File: config.mk
export PLATFORM = sky130hd
export DESIGN_NAME = if_fetch_stage_flat
export DESIGN_NICKNAME = d
export VERILOG_FILES = /design/src/rtl/riscproc_pkg.sv /design/src/rtl/if_fetch_stage_if.sv /design/src/rtl/if_skid_buf.sv /design/src/rtl/if_fetch_stage.sv /design/src/flat_wrapper.sv
export SDC_FILE = /design/constraint.sdc
export NUM_CORES = 1
export LEC_CHECK = 0
export CAP_MARGIN = 15
export CORE_MARGIN = 2
export CORE_UTILIZATION = 45
export DETAILED_ROUTE_END_ITERATION = 12
export PLACE_DENSITY = 0.72
export SETUP_SLACK_MARGIN = 0.15
export SLEW_MARGIN = 15
export SYNTH_ARGS = -nofsm -noshare
export SYNTH_HDL_FRONTEND = slang
export SYNTH_SLANG_ARGS = --single-unit
File: constraint.sdc
create_clock -name clk -period 3.7 [get_ports clk]
set_input_delay 1.11 -clock clk [delete_from_list [all_inputs] [get_ports clk]]
set_output_delay 1.11 -clock clk [all_outputs]
set_load 0.05 [all_outputs]
File: src/rtl/riscproc_pkg.sv
// Shared definitions for the 4-bit-opcode RISC pipeline: opcodes, default widths
// and the instruction-fetch state encoding.
package riscproc_pkg;

   localparam int INSTR_W_DEF = 16;
   localparam int PC_W_DEF    = 8;

   localparam logic [3:0] OPC_ALU  = 4'b0000;
   localparam logic [3:0] OPC_ST   = 4'b0001;
   localparam logic [3:0] OPC_ALUI = 4'b0011;
   localparam logic [3:0] OPC_ALU2 = 4'b0111;

   typedef enum logic [1:0] {
      IDLE  = 2'd0,
      FETCH = 2'd1,
      HOLD  = 2'd2,
      DRAIN = 2'd3
   } fetch_state_e;

endpackage

File: src/rtl/if_fetch_stage_if.sv
// Instruction-memory req/ack read bus; the fetch stage is the master.
interface if_fetch_stage_if #(
   parameter int INSTR_W = 16,
   parameter int PC_W    = 8
);
   logic               req;
   logic [PC_W-1:0]    addr;
   logic               ack;
   logic [INSTR_W-1:0] rdata;

   modport master (output req, output addr, input ack, input rdata);
   modport slave  (input req, input addr, output ack, output rdata);
endinterface

File: src/rtl/if_skid_buf.sv
// One-entry instruction+PC holding buffer used while decode is stalled.
module if_skid_buf #(
   parameter int INSTR_W = 16,
   parameter int PC_W    = 8
) (
   input  logic               clk,
   input  logic               rst_n,
   input  logic               load_i,
   input  logic               unload_i,
   input  logic               clear_i,
   input  logic [INSTR_W-1:0] instr_i,
   input  logic [PC_W-1:0]    pc_i,
   output logic [INSTR_W-1:0] instr_o,
   output logic [PC_W-1:0]    pc_o,
   output logic               full_o
);
   logic               full_q;
   logic [INSTR_W-1:0] instr_q;
   logic [PC_W-1:0]    pc_q;

   always_ff @(posedge clk or negedge rst_n) begin
      if (!rst_n) begin
         full_q <= 1'b0;
      end else if (clear_i) begin
         full_q <= 1'b0;
      end else if (load_i) begin
         full_q <= 1'b1;
      end else if (unload_i) begin
         full_q <= 1'b0;
      end
   end

   // NOTE: payload flops carry no reset; full_q alone decides whether they mean anything.
   always_ff @(posedge clk) begin
      if (load_i) begin
         instr_q <= instr_i;
         pc_q    <= pc_i;
      end
   end

   assign instr_o = instr_q;
   assign pc_o    = pc_q;
   assign full_o  = full_q;

endmodule

File: src/rtl/if_fetch_stage.sv
// IF stage: owns the PC, reads instruction memory over req/ack and fills IF/ID.
// Optional perf counters (fetch_cnt, stall_cnt) are built when IF_PERF_CNT_EN is defined.
module if_fetch_stage
   import riscproc_pkg::*;
#(
   parameter int              INSTR_W  = INSTR_W_DEF,
   parameter int              PC_W     = PC_W_DEF,
   parameter logic [PC_W-1:0] RESET_PC = '0
) (
   input  logic               clk,
   input  logic               rst_n,
   if_fetch_stage_if.master   imem,
   input  logic               stall,
   input  logic               flush,
   input  logic [PC_W-1:0]    redirect_pc,
   output logic [INSTR_W-1:0] ifid_instr,
   output logic [PC_W-1:0]    ifid_pc,
   output logic               ifid_valid,
   output logic [3:0]         opcode
`ifdef IF_PERF_CNT_EN
   ,
   output logic [15:0]        fetch_cnt,
   output logic [15:0]        stall_cnt
`endif
);
   fetch_state_e       state_q, state_d;
   logic [PC_W-1:0]    pc_q, pc_d;
   logic [PC_W-1:0]    drain_addr_q, drain_addr_d;
   logic [INSTR_W-1:0] ifid_instr_q, ifid_instr_d;
   logic [PC_W-1:0]    ifid_pc_q, ifid_pc_d;
   logic               ifid_valid_q, ifid_valid_d;

   logic               skid_load, skid_unload, skid_clear, skid_full;
   logic [INSTR_W-1:0] skid_instr;
   logic [PC_W-1:0]    skid_pc;

   if_skid_buf #(.INSTR_W(INSTR_W), .PC_W(PC_W)) u_skid (
      .clk      (clk),
      .rst_n    (rst_n),
      .load_i   (skid_load),
      .unload_i (skid_unload),
      .clear_i  (skid_clear),
      .instr_i  (imem.rdata),
      .pc_i     (pc_q),
      .instr_o  (skid_instr),
      .pc_o     (skid_pc),
      .full_o   (skid_full)
   );

   // DRAIN replays the address of the abandoned request so the bus never sees it move mid-request.
   assign imem.req  = (state_q == FETCH) || (state_q == DRAIN);
   assign imem.addr = (state_q == DRAIN) ? drain_addr_q : pc_q;

   always_comb begin
      // NOTE: every signal gets a default first so no path through the case infers a latch.
      state_d      = state_q;
      pc_d         = pc_q;
      drain_addr_d = drain_addr_q;
      ifid_instr_d = ifid_instr_q;
      ifid_pc_d    = ifid_pc_q;
      ifid_valid_d = ifid_valid_q;
      skid_load    = 1'b0;
      skid_unload  = 1'b0;
      skid_clear   = 1'b0;

      if (flush) begin
         ifid_valid_d = 1'b0;
         ifid_instr_d = '0;
         skid_clear   = 1'b1;
         pc_d         = redirect_pc;
         if (imem.req && !imem.ack) begin
            state_d      = DRAIN;
            drain_addr_d = imem.addr;
         end else begin
            state_d = FETCH;
         end
      end else begin
         unique case (state_q)
            IDLE:  state_d = FETCH;
            FETCH: begin
               if (imem.ack) begin
                  pc_d = pc_q + 1'b1;
                  if (stall) begin
                     skid_load = 1'b1;
                     state_d   = HOLD;
                  end else begin
                     ifid_instr_d = imem.rdata;
                     ifid_pc_d    = pc_q;
                     ifid_valid_d = 1'b1;
                  end
               end
            end
            HOLD: begin
               if (!stall) begin
                  ifid_instr_d = skid_instr;
                  ifid_pc_d    = skid_pc;
                  ifid_valid_d = skid_full;
                  skid_unload  = 1'b1;
                  state_d      = FETCH;
               end
            end
            DRAIN: if (imem.ack) state_d = FETCH;
            default: state_d = IDLE;
         endcase
      end
   end

   // NOTE: state registers use non-blocking assignments so every flop samples pre-edge values.
   always_ff @(posedge clk or negedge rst_n) begin
      if (!rst_n) begin
         state_q      <= IDLE;
         pc_q         <= RESET_PC;
         drain_addr_q <= RESET_PC;
         ifid_instr_q <= '0;
         ifid_pc_q    <= '0;
         ifid_valid_q <= 1'b0;
      end else begin
         state_q      <= state_d;
         pc_q         <= pc_d;
         drain_addr_q <= drain_addr_d;
         ifid_instr_q <= ifid_instr_d;
         ifid_pc_q    <= ifid_pc_d;
         ifid_valid_q <= ifid_valid_d;
      end
   end

   assign ifid_instr = ifid_instr_q;
   assign ifid_pc    = ifid_pc_q;
   assign ifid_valid = ifid_valid_q;
   assign opcode     = ifid_instr_q[INSTR_W-1 -: 4];

`ifdef IF_PERF_CNT_EN
   logic        load_fire;
   logic [15:0] fetch_cnt_q, stall_cnt_q;

   assign load_fire = !flush && !stall &&
                      (((state_q == FETCH) && imem.ack) || ((state_q == HOLD) && skid_full));

   always_ff @(posedge clk or negedge rst_n) begin
      if (!rst_n) begin
         fetch_cnt_q <= '0;
         stall_cnt_q <= '0;
      end else begin
         if (load_fire && (fetch_cnt_q != 16'hFFFF)) fetch_cnt_q <= fetch_cnt_q + 16'd1;
         if (stall && ifid_valid_q && (stall_cnt_q != 16'hFFFF)) stall_cnt_q <= stall_cnt_q + 16'd1;
      end
   end

   assign fetch_cnt = fetch_cnt_q;
   assign stall_cnt = stall_cnt_q;
`endif

endmodule

File: src/flat_wrapper.sv
// flat-port wrapper written by rule: the top's interface ports become plain ports
module if_fetch_stage_flat import riscproc_pkg::*;
#(
   parameter int              INSTR_W  = INSTR_W_DEF,
   parameter int              PC_W     = PC_W_DEF,
   parameter logic [PC_W-1:0] RESET_PC = '0
)
  (clk, rst_n, stall, flush, redirect_pc, ifid_instr, ifid_pc, ifid_valid, opcode, imem_req, imem_addr, imem_ack, imem_rdata);
  if_fetch_stage_if #(.INSTR_W(INSTR_W), .PC_W(PC_W)) imem_i ();
  input  logic clk;
  input  logic rst_n;
  input  logic stall;
  input  logic flush;
  input  logic [PC_W-1:0] redirect_pc;
  output logic [INSTR_W-1:0] ifid_instr;
  output logic [PC_W-1:0] ifid_pc;
  output logic ifid_valid;
  output logic [3:0] opcode;
  output wire logic [$bits(imem_i.req)-1:0] imem_req;
  output wire logic [$bits(imem_i.addr)-1:0] imem_addr;
  input wire logic [$bits(imem_i.ack)-1:0] imem_ack;
  input wire logic [$bits(imem_i.rdata)-1:0] imem_rdata;
  assign imem_req = imem_i.req;
  assign imem_addr = imem_i.addr;
  assign imem_i.ack = imem_ack;
  assign imem_i.rdata = imem_rdata;
  if_fetch_stage #(.INSTR_W(INSTR_W), .PC_W(PC_W), .RESET_PC(RESET_PC)) u_core (.clk(clk), .rst_n(rst_n), .imem(imem_i), .stall(stall), .flush(flush), .redirect_pc(redirect_pc), .ifid_instr(ifid_instr), .ifid_pc(ifid_pc), .ifid_valid(ifid_valid), .opcode(opcode));
endmodule
Word-level counts from Yosys, hierarchy flattened
Index checks and enable logic that the tools add are counted.
{ "word_totals": {"reg_bits": 68, "in_bits": 29, "out_inout_bits": 38, "elab_cells": 72} }
{ "op_classes": {"add_sub_neg": 1, "eq_ne": 11, "muxes": 36, "bitwise_logic": 1, "n_reduce_logical": 14} }
{ "op_table": {"columns": ["op", "count"], "rows": [
  ["16-bit 2-to-1 mux", 4],
  ["8-bit 2-to-1 mux", 7],
  ["16-bit case mux with 2 select lines", 1],
  ["8-bit case mux with 2 select lines", 1],
  ["1-bit 2-to-1 mux", 15],
  ["3-bit != test, second input constant", 5],
  ["2-bit 2-to-1 mux", 6],
  ["8-bit by 1-bit adder with 8-bit output, second input constant", 1],
  ["2-bit case mux with 4 select lines", 1],
  ["4-bit AND reduction", 2],
  ["2-bit != test, second input constant", 3],
  ["2-bit nonzero test", 3],
  ["3-bit nonzero test", 2],
  ["5-bit AND reduction", 1],
  ["2-bit == test, second input constant", 2],
  ["2-bit AND reduction", 2],
  ["2-bit by 1-bit == test with 1-bit output, second input constant", 1],
  ["2-bit zero test", 1],
  ["1-bit case mux with 2 select lines", 1],
  ["1-bit logical AND", 1],
  ["1-bit zero test", 1],
  ["1-bit logical OR", 1],
  ["1-bit inverter", 1]
]} }

Longest topological paths before layout
{ "depth": {"depth_word": 6, "ltp_mapped": 7, "mapped_depth_nobuf": 5} }

Hierarchy
A second synthesis with hierarchy kept.
{ "unflattened": {"cells_unflattened": 243, "hier_area_um2": 3188.1} }
{ "modules_own_cells": {"columns": ["mod", "instances", "cells_each", "area_per_inst_um2", "seq_area_each_um2"], "rows": [
  ["if_fetch_stage", 1, 215, 2423.6, 1076.0],
  ["if_skid_buf", 1, 28, 764.5, 745.7]
]} }

Worst setup path before layout
OpenSTA, ideal clock, no wires.
{ "synth_path": {"path_kind": "reg2out", "startpoint": "reg u_core.state_q[0]", "endpoint": "out imem_addr[6]", "t_arrival_ps": 1899, "t_required_ps": 2590, "setup_slack_ps": 691, "path_stages_with_launch": 4, "n_path_buf": 1, "path_cell_list": "dfrtp_1 > ha_1 > buf_2 > o21ai_0"} }
{ "synth_between": {"elab_chain_len": 2} }
{ "synth_rtl": {"columns": ["element", "line_no", "rtl"], "rows": [
  ["from (decl)", "if_fetch_stage.sv:26", "fetch_state_e state_q, state_d;"],
  ["from (signal assigned)", "if_fetch_stage.sv:118", "state_q <= state_d;"],
  ["2-bit == test", "if_fetch_stage.sv:52", "assign imem.addr = (state_q == DRAIN) ? drain_addr_q : pc_q;"],
  ["8-bit 2-to-1 mux", "if_fetch_stage.sv:52", null],
  ["to (decl)", "flat_wrapper.sv:20", "output wire logic [$bits(imem_i.addr)-1:0] imem_addr;"]
]} }
Every way passes these cells.

Final worst setup path
{ "layout_path": {"startpoint": "reg u_core.state_q[1]", "endpoint": "out imem_addr[5]"} }
Same word-level chain as after synthesis.

==> flow_metrics.env <==
export IMPL_core_area_sq_um=6790
export IMPL_worstSetupEndpointType="output port"
export IMPL_synth_edf_count=24
export IMPL_drv_cap=0
export IMPL_dp_cells=388
export IMPL_syn_avg_cell_area_sq_um=13.4
export IMPL_antenna_found_initial=0
export IMPL_cpPeakStageDelay_ns=0.70
export IMPL_tightest_slew_ns=0.585
export IMPL_io_pins=67
export IMPL_status="completed"
export IMPL_drive_gt1_share_pct=19.2
export IMPL_n_antenna_cell=0
export IMPL_grt_max_degree=45
export IMPL_ys_types=33
export IMPL_r2r_start="u_core.state_q[0]$_DFFE_PN0P_"
export IMPL_cts_sinks=68
export IMPL_max_freq_mhz=295
export IMPL_track_usage_pct=17.5
export IMPL_crit_start="u_core.state_q[1]$_DFFE_PN0P_"
export IMPL_die_y_microns=87.8
export IMPL_postSynthNetCount=272
export IMPL_cellPowerDensity_nw_per_um2=783
export IMPL_die_w_microns=87.8
export IMPL_htreeDepth=3
export IMPL_hpwl_microns=4220
export IMPL_startpoint_type="flip-flop"
export IMPL_netlist_area_sq_um=3160
export IMPL_crit_chain="ha_1 > mux2_2 > clkdlybuf4s50_1"
export IMPL_power_leakage_nw=1.62
export IMPL_ant_nets=0
export IMPL_final_nets=339
export IMPL_setup_ws_ns=0.310
export IMPL_grt_pass1_wl_microns=10100
export IMPL_clockBufferDepth=2
export IMPL_min_path_type="flip-flop to flip-flop"
export IMPL_cts_resized=0
export IMPL_slew_viol_final=0
export IMPL_critPathMaxFanout=9
export IMPL_cp_data_arrival_time_ns=2.28
export IMPL_final_cells=404
export IMPL_clk_pin_slew_ns=0.07
export IMPL_numPortBuffers=66
export IMPL_num_rows=30
export IMPL_wl_per_cell_microns=15.4
export IMPL_rsz0062_at_grt="false"
export IMPL_ys_flop_type="dfrtp_1"
export IMPL_vdd_ir_drop_max_v=0.000500
export IMPL_yosys_warnings=0
export IMPL_root_buffer="clkbuf_8"
export IMPL_drc=0
export IMPL_total_power_mw=3.20
export IMPL_synth_seq_cells=68
export IMPL_ff2ff_path_depth=6
export IMPL_relSlewSlack_pct=60.8
export IMPL_wl_microns=6210
export IMPL_r2r_slack_ns=1.39
export IMPL_yosysSeqAreaShare_pct=57.6
export IMPL_preCtsSetupSlack_ns=0.630
export IMPL_utilization_pct=60.1
export IMPL_worstReg2RegEnd="u_core.ifid_instr[0]$_DFFE_PN0P_"
export IMPL_dpl_instance_area_sq_um=3890
export IMPL_grt_pass1_vias=2071
export IMPL_areaGrowthSynthToFinish_pct=29.1
export IMPL_vias=2026
export IMPL_crit_type="flip-flop to output port"
export IMPL_cts_tree="yes"
export IMPL_cts_setup_buffers=0
export IMPL_final_common_cell="clkdlybuf4s50_1"
export IMPL_finClkSkew_ns=0.00525
export IMPL_layout_common_cells="clkdlybuf4s50_1 (65), dfrtp_1 (44), mux2_2 (36)"
export IMPL_cts_hold_buf=0
export IMPL_initial_core_util_pct=46.6
export IMPL_die_area_sq_um=7720
export IMPL_first_pass_iters=4
export IMPL_setup_viol_count_final=0
export IMPL_required_ns=2.59
export IMPL_cp_endpoint="imem_addr[5]"
export IMPL_routabilityCongestion=0.749
export IMPL_cpMaxStageDelayCell="clkdlybuf4s50_1"
export IMPL_fin_crit_sh_pct=91.6
export IMPL_drtIter0Drc=90
export IMPL_tns_ns=0
export IMPL_postSynthCellCount=236
export IMPL_stdcell_area_sq_um=4080
export IMPL_holdWs_ns=0.485
export IMPL_layout_min_cycle_time_ns=3.39
export IMPL_async_flop_share_pct=64.7
export IMPL_overflow=0
export IMPL_hold_violations=0
export IMPL_clkLatencyLatePin_ns=0.34
export IMPL_cts_buffers=9
export IMPL_vias_per_cell=5.01
critical path: cells and delay by family (launching register included):
family | cells | cell delay, ns
adders and majority gates | 1 | 0.41
buffers and inverters | 1 | 0.70
DFF | 1 | 0.43
muxes | 1 | 0.39
worst min path at each step:
stage / end / slack [ns] / startpoint / cells past startpoint
floorplan: u_core.u_skid.pc_o[6]$_DFFE_PP_ / 0.46 / u_core.pc_q[6]$_DFFE_PN0P_ / 0
detailed placement: u_core.ifid_instr[7]$_DFFE_PN0P_ / 0.48 / u_core.ifid_instr[7]$_DFFE_PN0P_ / 1
global route: u_core.ifid_instr[5]$_DFFE_PN0P_ / 0.52 / u_core.ifid_instr[5]$_DFFE_PN0P_ / 1
global placement: u_core.ifid_instr[5]$_DFFE_PN0P_ / 0.47 / u_core.ifid_instr[5]$_DFFE_PN0P_ / 1
finish: u_core.ifid_instr[7]$_DFFE_PN0P_ / 0.48 / u_core.ifid_instr[7]$_DFFE_PN0P_ / 1
CTS: u_core.ifid_instr[7]$_DFFE_PN0P_ / 0.49 / u_core.ifid_instr[7]$_DFFE_PN0P_ / 1
cell usage after synthesis, types with 2 or more instances:
| cell type | count | area [sq um] |
|---|---|---|
| dfrtp_1 | 44 | 1100 |
| nand4_1 | 2 | 12.5 |
| nor2_1 | 18 | 67.6 |
| o31ai_1 | 2 | 15.0 |
| edfxtp_1 | 24 | 721 |
| or4_1 | 5 | 37.5 |
| inv_1 | 6 | 22.5 |
| ha_1 | 7 | 87.6 |
| mux2_2 | 36 | 405 |
| buf_2 | 7 | 35.0 |
| mux2i_1 | 19 | 190 |
| nand2_1 | 14 | 52.6 |
| o21ai_0 | 7 | 35.0 |
| nand3_1 | 6 | 30.0 |
| a31oi_1 | 2 | 12.5 |
| mux2_1 | 10 | 113 |
| o211ai_1 | 4 | 30.0 |
| nand2b_1 | 4 | 25.0 |
| buf_4 | 5 | 37.5 |
sequential cells by signal, summed over array words and instances (netlist names):
signal                 count
u_core.drain_addr_q        8
u_core.ifid_instr         16
u_core.ifid_pc             8
u_core.ifid_valid          1
u_core.pc_q                8
u_core.state_q             2
u_core.u_skid.full_o       1
u_core.u_skid.instr_o     16
u_core.u_skid.pc_o         8
layout make-up:
class / instances / area [sq um]
Tap cell: 96 / 120
Timing Repair Buffer: 70 / 701
Inverter: 7 / 26.3
Clock buffer: 14 / 153
Multi-Input combinational cell: 147 / 1230
Clock inverter: 2 / 35.0
Sequential cell: 68 / 1820
Fill cell: 562 / 2710
metal layers:
layer / share of wire [%] / track usage (%)
met1: 49 / 24.4
met2: 44 / 25.3
met3: 5.9 / 5.28
met4: 0.71 / 7.55
met5: 0 / 0
report_power, final:
| group | leakage (nW) | total, mW | switching [mW] | internal [mW] |
|---|---|---|---|---|
| sequential | 0.763 | 1.07 | 0.111 | 0.962 |
| clock | 0.0947 | 0.597 | 0.267 | 0.330 |
| combinational | 0.764 | 1.53 | 0.924 | 0.604 |
cells by family after synthesis:
| logic type | count (synthesis) | share of synthesized area (%) |
|---|---|---|
| buffers and inverters | 21 | 3.60 |
| muxes | 65 | 22.4 |
| AOI/OAI and AO/OA | 21 | 5.06 |
| and+or+nand+nor | 52 | 8.03 |
| xor gates and xnor gates | 2 | 0.554 |
| adders and majority gates | 7 | 2.77 |
| DFF | 68 | 57.6 |
(Power assumes the default switching activity.)
